### src/rtl/pipeline_pkg.sv
// Shared defaults and derived widths for the dual-channel pipeline input buffer.
package pipeline_pkg;

   localparam int DATA_W_DEF = 32;
   localparam int DEPTH_DEF  = 4;

   // Pointer width for a FIFO of the given depth (at least one bit).
   function automatic int ptr_w(input int depth);
      return (depth > 1) ? $clog2(depth) : 1;
   endfunction

   localparam int PTR_W_DEF = ptr_w(DEPTH_DEF);

endpackage

### src/rtl/input_fifo.sv
// Single-channel FIFO: push, pop, flush and occupancy count.
// The read port is combinational from storage, so the head word is visible
// one cycle after it is written into an empty FIFO.
module input_fifo
   import pipeline_pkg::*;
#(
   parameter int DATA_W = DATA_W_DEF,
   parameter int DEPTH  = DEPTH_DEF
) (
   input  logic                     clk,
   input  logic                     rst_n,
   input  logic                     i_push,
   input  logic                     i_pop,
   input  logic                     i_flush,
   input  logic [DATA_W-1:0]        i_wr_data,
   output logic [DATA_W-1:0]        o_rd_data,
   output logic [$clog2(DEPTH):0]   o_count,
   output logic                     o_full
);

   localparam int PTR_W = ptr_w(DEPTH);
   localparam int CNT_W = $clog2(DEPTH) + 1;
   localparam logic [CNT_W-1:0] FULL_CNT = CNT_W'(DEPTH);

   logic [DATA_W-1:0] r_mem [DEPTH];
   logic [PTR_W-1:0]  r_wr_ptr;
   logic [PTR_W-1:0]  r_rd_ptr;
   logic [CNT_W-1:0]  r_count;
   logic              w_push;
   logic              w_pop;

   // Guard locally as well, so count can never leave 0..DEPTH.
   assign w_push    = i_push & ~o_full & ~i_flush;
   assign w_pop     = i_pop & (r_count != '0) & ~i_flush;
   assign o_full    = (r_count == FULL_CNT);
   assign o_count   = r_count;
   assign o_rd_data = r_mem[r_rd_ptr];

   // Storage is not reset; contents are meaningless while empty.
   always_ff @(posedge clk) begin
      if (w_push)
         r_mem[r_wr_ptr] <= i_wr_data;
   end

   // Pointers wrap naturally since DEPTH is a power of two; flush wins over push/pop.
   always_ff @(posedge clk or negedge rst_n) begin
      if (!rst_n) begin
         r_wr_ptr <= '0;
         r_rd_ptr <= '0;
         r_count  <= '0;
      end else if (i_flush) begin
         r_wr_ptr <= '0;
         r_rd_ptr <= '0;
         r_count  <= '0;
      end else begin
         if (w_push) r_wr_ptr <= r_wr_ptr + 1'b1;
         if (w_pop)  r_rd_ptr <= r_rd_ptr + 1'b1;
         case ({w_push, w_pop})
            2'b10:   r_count <= r_count + 1'b1;
            2'b01:   r_count <= r_count - 1'b1;
            default: r_count <= r_count;
         endcase
      end
   end

endmodule

### src/rtl/pipeline_input_buffer.sv
// Two independent input FIFOs feeding two downstream pipelines.
// Ready is derived from the registered count only, so a pop never frees a
// slot for a push in the same cycle.
module pipeline_input_buffer
   import pipeline_pkg::*;
#(
   parameter int DATA_W = DATA_W_DEF,
   parameter int DEPTH  = DEPTH_DEF
) (
   input  logic                   clk,
   input  logic                   reset,
   input  logic [DATA_W-1:0]      wr_data_1,
   input  logic [DATA_W-1:0]      wr_data_2,
   input  logic                   wr_valid_1,
   input  logic                   wr_valid_2,
   output logic                   wr_ready_1,
   output logic                   wr_ready_2,
   input  logic                   flush_1,
   input  logic                   flush_2,
   input  logic                   stall_1,
   input  logic                   stall_2,
   output logic [DATA_W-1:0]      pipeline1_inputs,
   output logic [DATA_W-1:0]      pipeline2_inputs,
   output logic [1:0]             in_valid,
   output logic [$clog2(DEPTH):0] count_1,
   output logic [$clog2(DEPTH):0] count_2
);

   logic w_full_1, w_full_2;
   logic w_push_1, w_push_2;
   logic w_pop_1,  w_pop_2;

   assign wr_ready_1 = reset & ~w_full_1 & ~flush_1;
   assign wr_ready_2 = reset & ~w_full_2 & ~flush_2;
   assign w_push_1   = wr_valid_1 & wr_ready_1;
   assign w_push_2   = wr_valid_2 & wr_ready_2;
   assign in_valid   = {(count_2 != '0), (count_1 != '0)};
   assign w_pop_1    = in_valid[0] & ~stall_1 & ~flush_1;
   assign w_pop_2    = in_valid[1] & ~stall_2 & ~flush_2;

   input_fifo #(.DATA_W(DATA_W), .DEPTH(DEPTH)) u_fifo_1 (
      .clk       (clk),
      .rst_n     (reset),
      .i_push    (w_push_1),
      .i_pop     (w_pop_1),
      .i_flush   (flush_1),
      .i_wr_data (wr_data_1),
      .o_rd_data (pipeline1_inputs),
      .o_count   (count_1),
      .o_full    (w_full_1)
   );

   input_fifo #(.DATA_W(DATA_W), .DEPTH(DEPTH)) u_fifo_2 (
      .clk       (clk),
      .rst_n     (reset),
      .i_push    (w_push_2),
      .i_pop     (w_pop_2),
      .i_flush   (flush_2),
      .i_wr_data (wr_data_2),
      .o_rd_data (pipeline2_inputs),
      .o_count   (count_2),
      .o_full    (w_full_2)
   );

endmodule
### config.mk
export PLATFORM = sky130hd
export DESIGN_NAME = pipeline_input_buffer
export DESIGN_NICKNAME = d
export VERILOG_FILES = /design/src/rtl/pipeline_pkg.sv /design/src/rtl/input_fifo.sv /design/src/rtl/pipeline_input_buffer.sv
export SDC_FILE = /design/constraint.sdc
export NUM_CORES = 1
export LEC_CHECK = 0
export CORE_MARGIN = 1.5
export CORE_UTILIZATION = 35
export CTS_CLUSTER_SIZE = 25
export DETAILED_ROUTE_END_ITERATION = 7
export PLACE_DENSITY = 0.54
export SYNTH_ARGS = -nofsm -noshare
export SYNTH_HDL_FRONTEND = slang
export SYNTH_HIERARCHICAL = 1
export SYNTH_SLANG_ARGS = --single-unit
### constraint.sdc
create_clock -name clk -period 3.4 [get_ports clk]
set_input_delay 0.68 -clock clk [delete_from_list [all_inputs] [get_ports clk]]
set_output_delay 0.68 -clock clk [all_outputs]
set_load 0.05 [all_outputs]
==> impl_metrics.env, run 1 <==
export IMPL_status="finished clean"
export IMPL_reg2regPathDepth=9
export IMPL_cell_chain_of_the_critical_path="buf_4 -> mux4_2 -> buf_4"
export IMPL_ff_latch_area_um2=8040
export IMPL_netlist_area_um2=10500
export IMPL_die_width_um=176
export IMPL_max_slew_margin=0.666
export IMPL_cts_tree="built"
export IMPL_dp_slack_ns=0.351
export IMPL_power_static_leakage_nw=4.30
export IMPL_worst_ir_drop_vdd_v=0.000429
export IMPL_finish_net_count=728
export IMPL_worstPathArrival_ns=2.26
export IMPL_min_delay_path_class="primary input to asynchronous set/reset pin"
export IMPL_post_synth_top_area_fraction=0.736
export IMPL_floorplan_die_height_um=176
export IMPL_crit_path_frequent_cell="sky130_fd_sc_hd__buf_4"
export IMPL_yosys_reg_bits=270
export IMPL_cts_max_level=1
export IMPL_crit_slowest_cell="sky130_fd_sc_hd__dfrtp_2"
export IMPL_path_max_fanout=12
export IMPL_fin_skew_ns=0.00886
export IMPL_number_of_gates_on_the_worst_path_with_buffers_counted=3
export IMPL_synth_seq_area_share=0.769
export IMPL_setup_violations=0
export IMPL_grt_pass1_wl_mm=31.6
export IMPL_synth_most_common_cell="sky130_fd_sc_hd__edfxtp_1"
export IMPL_finalMaxSlewViolations=0
export IMPL_die_area_um2=30900
export IMPL_drt_pass1_iterations=4
export IMPL_detail_route_wl_per_cell_um=19.1
export IMPL_antenna_violations_before_repair=1
export IMPL_dp_final_hpwl_mm=12.4
export IMPL_synth_main_ff_cell="sky130_fd_sc_hd__edfxtp_1"
export IMPL_power_density_cell_area_nw_per_um2=506
export IMPL_hold_viol=0
export IMPL_timing_rr_end="u_fifo_2/o_count[1]"
export IMPL_r2r_slack_ns=0.87
export IMPL_root_buffer="sky130_fd_sc_hd__clkbuf_16"
export IMPL_std_cell_rows=63
export IMPL_port_buffers=145
export IMPL_start_util=0.354
export IMPL_number_of_maximum_capacitance_violations=0
export IMPL_wirelength_mm=20.1
export IMPL_capturing_element_type_of_the_critical_path="primary output"
export IMPL_largest_incremental_delay_on_the_critical_path_ns=0.65
export IMPL_critical_path_n_buffers_inverters=2
export IMPL_cts_hold_repair_buffers=0
export IMPL_timing_fmax_mhz=340
export IMPL_ioPinCount=146
export IMPL_dr_drc_count=0
export IMPL_grtUsageTotal=0.133
export IMPL_core_area_um2=29500
export IMPL_vias=5138
export IMPL_numPlacedInstances=1006
export IMPL_total_of_fill_cells_in_the_finished_design=2562
export IMPL_layout_overhead_on_the_synthesized_area_pct=26.6
export IMPL_vias_per_cell=4.86
export IMPL_synth_cells=476
export IMPL_drive_gt1_frac=0.314
export IMPL_clk_pin_slew_ns=0.06
export IMPL_synth_edf_count=256
export IMPL_final_period_minus_worst_setup_slack_ns=2.94
export IMPL_synth_nets=558
export IMPL_max_slew_worst_pin_slew_ns=0.501
export IMPL_dr_first_iter_drc_count=369
export IMPL_global_route_overflow_total=0
export IMPL_worstSkewPairLatency_ns=0.52
export IMPL_grt_start_max_net_pins=34
export IMPL_number_of_global_route_vias_before_repair=5617
export IMPL_async_flop_share=0.0519
export IMPL_ant_nets=0
export IMPL_ys_warn_count=6
export IMPL_post_cts_resized=0
export IMPL_layout_cells_non_filler=1057
export IMPL_required_ns=2.72
export IMPL_post_route_period_util=0.865
export IMPL_postCtsSetupBuffers=0
export IMPL_number_of_unique_standard_cell_types_used_by_synthesis=43
export IMPL_maximum_count_of_clock_buffers_along_a_single_path=3
export IMPL_grt_setup_unrepaired="false"
export IMPL_setup_slack_ns=0.460
export IMPL_clock_sinks=270
export IMPL_synthDominantAreaCellType="sky130_fd_sc_hd__edfxtp_1"
export IMPL_multiInputGateArea_um2=2240
export IMPL_globalplace_congestion=0.715
export IMPL_synth_top_cells_by_area="sky130_fd_sc_hd__edfxtp_1 74%, sky130_fd_sc_hd__mux4_2 14%, sky130_fd_sc_hd__dfrtp_1 3.4%"
export IMPL_finalSetupTns_ns=0
export IMPL_critical_path_startpoint="u_fifo_2/r_rd_ptr[0]"
export IMPL_worst_setup_path_type="flip-flop to primary output"
export IMPL_reg2reg_start="u_fifo_2/o_count[0]"
export IMPL_crit_path_start_kind="flip-flop"
export IMPL_cts_made_buffers=28
export IMPL_critPathTopFamily="flip-flops"
export IMPL_syn_area_per_cell_um2=22.0
export IMPL_yosys_top_cells_count="256 x sky130_fd_sc_hd__edfxtp_1, 64 x sky130_fd_sc_hd__mux4_2, 14 x sky130_fd_sc_hd__dfrtp_1, 14 x sky130_fd_sc_hd__nor2_1"
## cell usage in the layout, fill, tap and decap left out, types with 2 or more instances in the layout
cell and n:
sky130_fd_sc_hd__buf_12 12, sky130_fd_sc_hd__nand3_1 3, sky130_fd_sc_hd__fa_1 2, sky130_fd_sc_hd__xnor2_1 3, sky130_fd_sc_hd__nor3b_2 2, sky130_fd_sc_hd__and2_2 8, sky130_fd_sc_hd__edfxtp_1 256, sky130_fd_sc_hd__inv_1 7
sky130_fd_sc_hd__clkbuf_16 29, sky130_fd_sc_hd__clkinv_1 6, sky130_fd_sc_hd__dfrtp_2 2, sky130_fd_sc_hd__dfrtp_1 12, sky130_fd_sc_hd__clkbuf_1 6, sky130_fd_sc_hd__clkdlybuf4s50_1 79, sky130_fd_sc_hd__mux4_2 64, sky130_fd_sc_hd__buf_4 76
sky130_fd_sc_hd__nor3_1 5, sky130_fd_sc_hd__a21oi_1 10, sky130_fd_sc_hd__o21ai_0 5, sky130_fd_sc_hd__nor2_1 14, sky130_fd_sc_hd__nand2_1 2, sky130_fd_sc_hd__nand3b_1 3, sky130_fd_sc_hd__xor2_1 5, sky130_fd_sc_hd__nor3b_1 3
sky130_fd_sc_hd__clkinv_2 6, sky130_fd_sc_hd__nand2b_1 5, sky130_fd_sc_hd__o31ai_1 2, sky130_fd_sc_hd__or3_4 2, sky130_fd_sc_hd__ha_1 8, sky130_fd_sc_hd__or3_1 3, sky130_fd_sc_hd__and2_1 3, sky130_fd_sc_hd__nor4_1 2
sky130_fd_sc_hd__o22ai_1 2
## layout make-up
cell class | instances | area share
clock inverter | 15 | 0.00587
inverter | 8 | 0.00227
sequential | 270 | 0.608
clock buffer | 35 | 0.0566
tap | 390 | 0.0369
timing repair buffer | 167 | 0.121
multi-input combinational | 171 | 0.169
antenna | 1 | 0.000189
## where the power goes
part,leakage [nW],total (W),internal (W),switching [W]
Clock,0.406,0.00273,0.00155,0.00118
Combinational,1.39,0.000294,0.000136,0.000159
Sequential,2.50,0.00367,0.00366,0.00000964
Total,4.30,0.00669,0.00535,0.00135
## flip-flops by register name, indices dropped and copies added (netlist names)
signal             flops
u_fifo_1/r_wr_ptr      2
u_fifo_2/r_wr_ptr      2
u_fifo_2/r_mem       128
u_fifo_2/r_rd_ptr      2
u_fifo_1/r_rd_ptr      2
u_fifo_2/o_count       3
u_fifo_1/o_count       3
u_fifo_1/r_mem       128
## worst register-to-register path: cells and delay by family (launching register included)
family	cells	cell delay (ns)
and+or+nand+nor	6	1.10
DFF	1	0.65
adders and majority gates	1	0.52
buffers and inverters	1	0.08
AOI/OAI and AO/OA	1	0.08
## worst max-delay path by stage
| stage | to | slack, ns |
|---|---|---|
| 2_1_floorplan | u_fifo_1/r_mem[0][0] | 0.06 |
| 3_3_place_gp | u_fifo_1/r_mem[0][6] | 0.48 |
| 3_5_place_dp | u_fifo_1/r_mem[0][6] | 0.35 |
| 4_1_cts | pipeline2_inputs[11] | 0.35 |
| 5_1_grt | pipeline2_inputs[11] | 0.31 |
| 6_report | pipeline2_inputs[11] | 0.46 |
## kinds of logic after synthesis
logic type	after synthesis	share of synthesized area
AND/OR/NAND/NOR	58	0.0327
buffers and inverters	35	0.0193
adder cells (fa/ha/maj)	10	0.0134
flip-flops	270	0.769
XOR/XNOR	8	0.00671
AO/OA/AOI/OAI	30	0.0199
multiplexers	65	0.139
## per-layer routing
metal	GRT usage	vias to the layer above	routed length (um)	share of wire
met5	0	-	0	0
met3	0.0418	33	1580	0.078
met1	0.164	2649	8280	0.41
li1	-	2304	-	-
met4	0.0321	0	449	0.022
met2	0.229	152	9840	0.49
## stage by stage
stage	total power (W)	util	area, um^2	hold slack (ns)
3_3_place_gp	0.00403	0.421	12400	0.590
4_1_cts	0.00679	0.449	13200	0.487
2_1_floorplan	0.00386	-	10500	0.384
6_report	0.00669	0.449	13200	0.501
3_5_place_dp	0.00404	0.421	12400	0.611
5_1_grt	0.00693	0.449	13200	0.515
No activity file was read; power rests on OpenSTA's default activity.
==> inputs of run 2 (changes only) <==
--- a/config.mk
+++ b/config.mk
@@ -10,6 +10,7 @@
 export CTS_CLUSTER_SIZE = 25
 export DETAILED_ROUTE_END_ITERATION = 7
 export PLACE_DENSITY = 0.54
+export SKIP_LAST_GASP = 1
 export SYNTH_ARGS = -nofsm -noshare
 export SYNTH_HDL_FRONTEND = slang
 export SYNTH_HIERARCHICAL = 1
==> results of run 2 <==
Same layout as run 1: the final DEF is identical, and so are final timing and power.
==> inputs of run 3 (changes only) <==
--- a/config.mk
+++ b/config.mk
@@ -9,8 +9,9 @@
 export CORE_UTILIZATION = 35
 export CTS_CLUSTER_SIZE = 25
 export DETAILED_ROUTE_END_ITERATION = 7
-export PLACE_DENSITY = 0.54
+export PLACE_DENSITY = 0.63
 export SKIP_LAST_GASP = 1
+export SLEW_MARGIN = 10
 export SYNTH_ARGS = -nofsm -noshare
 export SYNTH_HDL_FRONTEND = slang
 export SYNTH_HIERARCHICAL = 1
==> run 3 against run 2 <==
Net effect:
- count of clock-buffer cells in the layout down 3
- core utilization up 0.39 points
- via count down 0.33%
- largest power group unchanged
- first-iteration DRC count up 6.2%
- critical path depth unchanged
- clock skew up 0.0034 ns
- cell area up 0.88%
- maximum frequency down 0.97%
==> impl_metrics.env, run 3 (synthesis results as in run 1) <==
export IMPL_grt_start_max_net_pins=35
export IMPL_capturing_element_type_of_the_critical_path="primary output"
export IMPL_worst_ir_drop_vdd_v=0.000429
export IMPL_worst_setup_path_type="flip-flop to primary output"
export IMPL_cts_max_level=1
export IMPL_ant_nets=0
export IMPL_layout_cells_most_common="sky130_fd_sc_hd__edfxtp_1"
export IMPL_post_cts_resized=0
export IMPL_number_of_maximum_capacitance_violations=0
export IMPL_hold_viol=0
export IMPL_drive_gt1_frac=0.318
export IMPL_cell_chain_of_the_critical_path="buf_12 -> mux4_2 -> buf_4"
export IMPL_globalplace_congestion=0.772
export IMPL_grt_pass1_wl_mm=31.3
export IMPL_maximum_count_of_clock_buffers_along_a_single_path=3
export IMPL_cts_hold_repair_buffers=0
export IMPL_multiInputGateArea_um2=2240
export IMPL_start_util=0.354
export IMPL_power_static_leakage_nw=4.35
export IMPL_finish_net_count=726
export IMPL_combinationalPowerShare=0.042
export IMPL_total_of_fill_cells_in_the_finished_design=2512
export IMPL_max_slew_worst_pin_slew_ns=0.521
export IMPL_layout_overhead_on_the_synthesized_area_pct=27.7
export IMPL_clock_sinks=270
export IMPL_postCtsSetupBuffers=0
export IMPL_min_delay_path_class="primary input to asynchronous set/reset pin"
export IMPL_worstSkewPairLatency_ns=0.53
export IMPL_drt_pass1_iterations=4
export IMPL_fin_area_um2=13300
export IMPL_vias=5121
export IMPL_floorplan_die_height_um=176
export IMPL_die_area_um2=30900
export IMPL_grtUsageTotal=0.131
export IMPL_power_density_cell_area_nw_per_um2=526
export IMPL_ff_latch_area_um2=8040
export IMPL_grt_setup_unrepaired="false"
export IMPL_reg2regPathDepth=9
export IMPL_ioPinCount=146
export IMPL_cts_tree="built"
export IMPL_port_buffers=145
export IMPL_path_max_fanout=20
export IMPL_worstPathArrival_ns=2.29
export IMPL_detailed_place_area_um2=12400
export IMPL_detail_route_wl_per_cell_um=19.1
export IMPL_dr_first_iter_drc_count=392
export IMPL_setup_violations=0
export IMPL_critPathTopFamily="flip-flops"
export IMPL_status="finished clean"
export IMPL_number_of_global_route_vias_before_repair=5499
export IMPL_dr_drc_count=0
export IMPL_pwr_share_clk=0.434
export IMPL_fin_skew_ns=0.0122
export IMPL_dp_final_hpwl_mm=12.8
export IMPL_timing_fmax_mhz=337
export IMPL_crit_slowest_cell="sky130_fd_sc_hd__dfrtp_2"
export IMPL_reg2reg_start="u_fifo_2/o_count[0]"
export IMPL_post_route_period_util=0.873
export IMPL_std_cell_rows=63
export IMPL_switchingPower_w=0.00136
export IMPL_crit_path_start_kind="flip-flop"
export IMPL_timing_rr_end="u_fifo_2/o_count[1]"
export IMPL_final_period_minus_worst_setup_slack_ns=2.97
export IMPL_largest_incremental_delay_on_the_critical_path_ns=0.69
export IMPL_power_share_switching=0.194
export IMPL_reg_top3="u_fifo_1/r_mem x128, u_fifo_2/r_mem x128"
export IMPL_required_ns=2.72
export IMPL_finalSetupTns_ns=0
export IMPL_finalMaxSlewViolations=0
export IMPL_root_buffer="sky130_fd_sc_hd__clkbuf_16"
export IMPL_numPlacedInstances=1004
export IMPL_critical_path_n_buffers_inverters=2
export IMPL_cts_made_buffers=28
export IMPL_power_report_internal_total_w=0.00565
export IMPL_finalHoldWorstSlack_ns=0.503
export IMPL_max_slew_margin=0.653
export IMPL_r2r_slack_ns=0.78
export IMPL_global_route_overflow_total=0
export IMPL_mostFrequentLayoutCells="256 x sky130_fd_sc_hd__edfxtp_1, 79 x sky130_fd_sc_hd__clkdlybuf4s50_1, 72 x sky130_fd_sc_hd__buf_4, 64 x sky130_fd_sc_hd__mux4_2, 29 x sky130_fd_sc_hd__clkbuf_16"
export IMPL_vias_per_cell=4.85
export IMPL_final_core_utilization=0.453
export IMPL_die_width_um=176
export IMPL_layout_cells_non_filler=1055
export IMPL_antenna_violations_before_repair=1
export IMPL_seq_power_share=0.524
export IMPL_wirelength_mm=20.2
export IMPL_clk_pin_slew_ns=0.06
export IMPL_core_area_um2=29500
==> run 3: cell types whose count changed in the layout (fill, tap and decap cells not counted), sizes merged <==
| cell | change |
|---|---|
| clkinvlp | -1 |
| buf | -2 |
| bufinv | +4 |
| clkbuf | -3 |
==> run 3: worst register-to-register path: stages (launching register included) <==
cell	delay, ns
sky130_fd_sc_hd__dfrtp_1	0.67
sky130_fd_sc_hd__nor3b_2	0.17
sky130_fd_sc_hd__nor3b_2	0.28
sky130_fd_sc_hd__and2_1	0.21
sky130_fd_sc_hd__inv_2	0.08
sky130_fd_sc_hd__nor2_1	0.11
sky130_fd_sc_hd__nor3_1	0.07
sky130_fd_sc_hd__fa_1	0.52
sky130_fd_sc_hd__a31oi_1	0.09
sky130_fd_sc_hd__nor4_1	0.31
==> run 3: power groups by stage <==
stage	Clock, W	Sequential [W]	Combinational [W]
CTS	0.00312	0.00367	0.000301
global route	0.00325	0.00367	0.000318
floorplan	0	0.00374	0.000121
global placement	0	0.00374	0.000288
detailed placement	0	0.00374	0.000300
finish	0.00304	0.00367	0.000297
==> run 3: worst max-delay path by stage <==
| stage | cells past startpoint | end | slack (ns) | startpoint |
|---|---|---|---|---|
| 4_1_cts | 3 | pipeline1_inputs[31] | 0.36 | u_fifo_1/r_rd_ptr[0] |
| 3_5_place_dp | 10 | u_fifo_1/o_count[1] | 0.39 | reset |
| 5_1_grt | 3 | pipeline1_inputs[19] | 0.28 | u_fifo_1/r_rd_ptr[0] |
| 3_3_place_gp | 10 | u_fifo_1/o_count[1] | 0.45 | reset |
| 2_1_floorplan | 9 | u_fifo_1/r_mem[0][0] | 0.06 | u_fifo_1/o_count[0] |
| 6_report | 3 | pipeline1_inputs[31] | 0.43 | u_fifo_1/r_rd_ptr[0] |
==> run 3: layout make-up <==
| cell class | instances | area share |
|---|---|---|
| Clock inverter | 18 | 0.0146 |
| Sequential cell | 270 | 0.603 |
| Clock buffer | 32 | 0.0552 |
| Inverter | 8 | 0.00225 |
| Multi-Input combinational cell | 171 | 0.168 |
| Timing Repair Buffer | 165 | 0.121 |
| Antenna cell | 1 | 0.000188 |
| Tap cell | 390 | 0.0366 |
==> run 3: metrics by stage <==
step                      total power (W)  setup slack, ns
after floorplan                   0.00386           0.0565
after global placement            0.00403            0.449
after detailed placement          0.00404            0.388
after CTS                         0.00709            0.365
after global routing              0.00724            0.285
final                             0.00701            0.431
==> run 3: layer usage <==
| layer | vias up | GRT usage | part of all wire |
|---|---|---|---|
| li1 | 2303 | - | - |
| met1 | 2626 | 0.172 | 0.43 |
| met2 | 156 | 0.214 | 0.48 |
| met3 | 34 | 0.0398 | 0.078 |
| met4 | 2 | 0.0285 | 0.019 |
| met5 | - | 0 | 0.00064 |
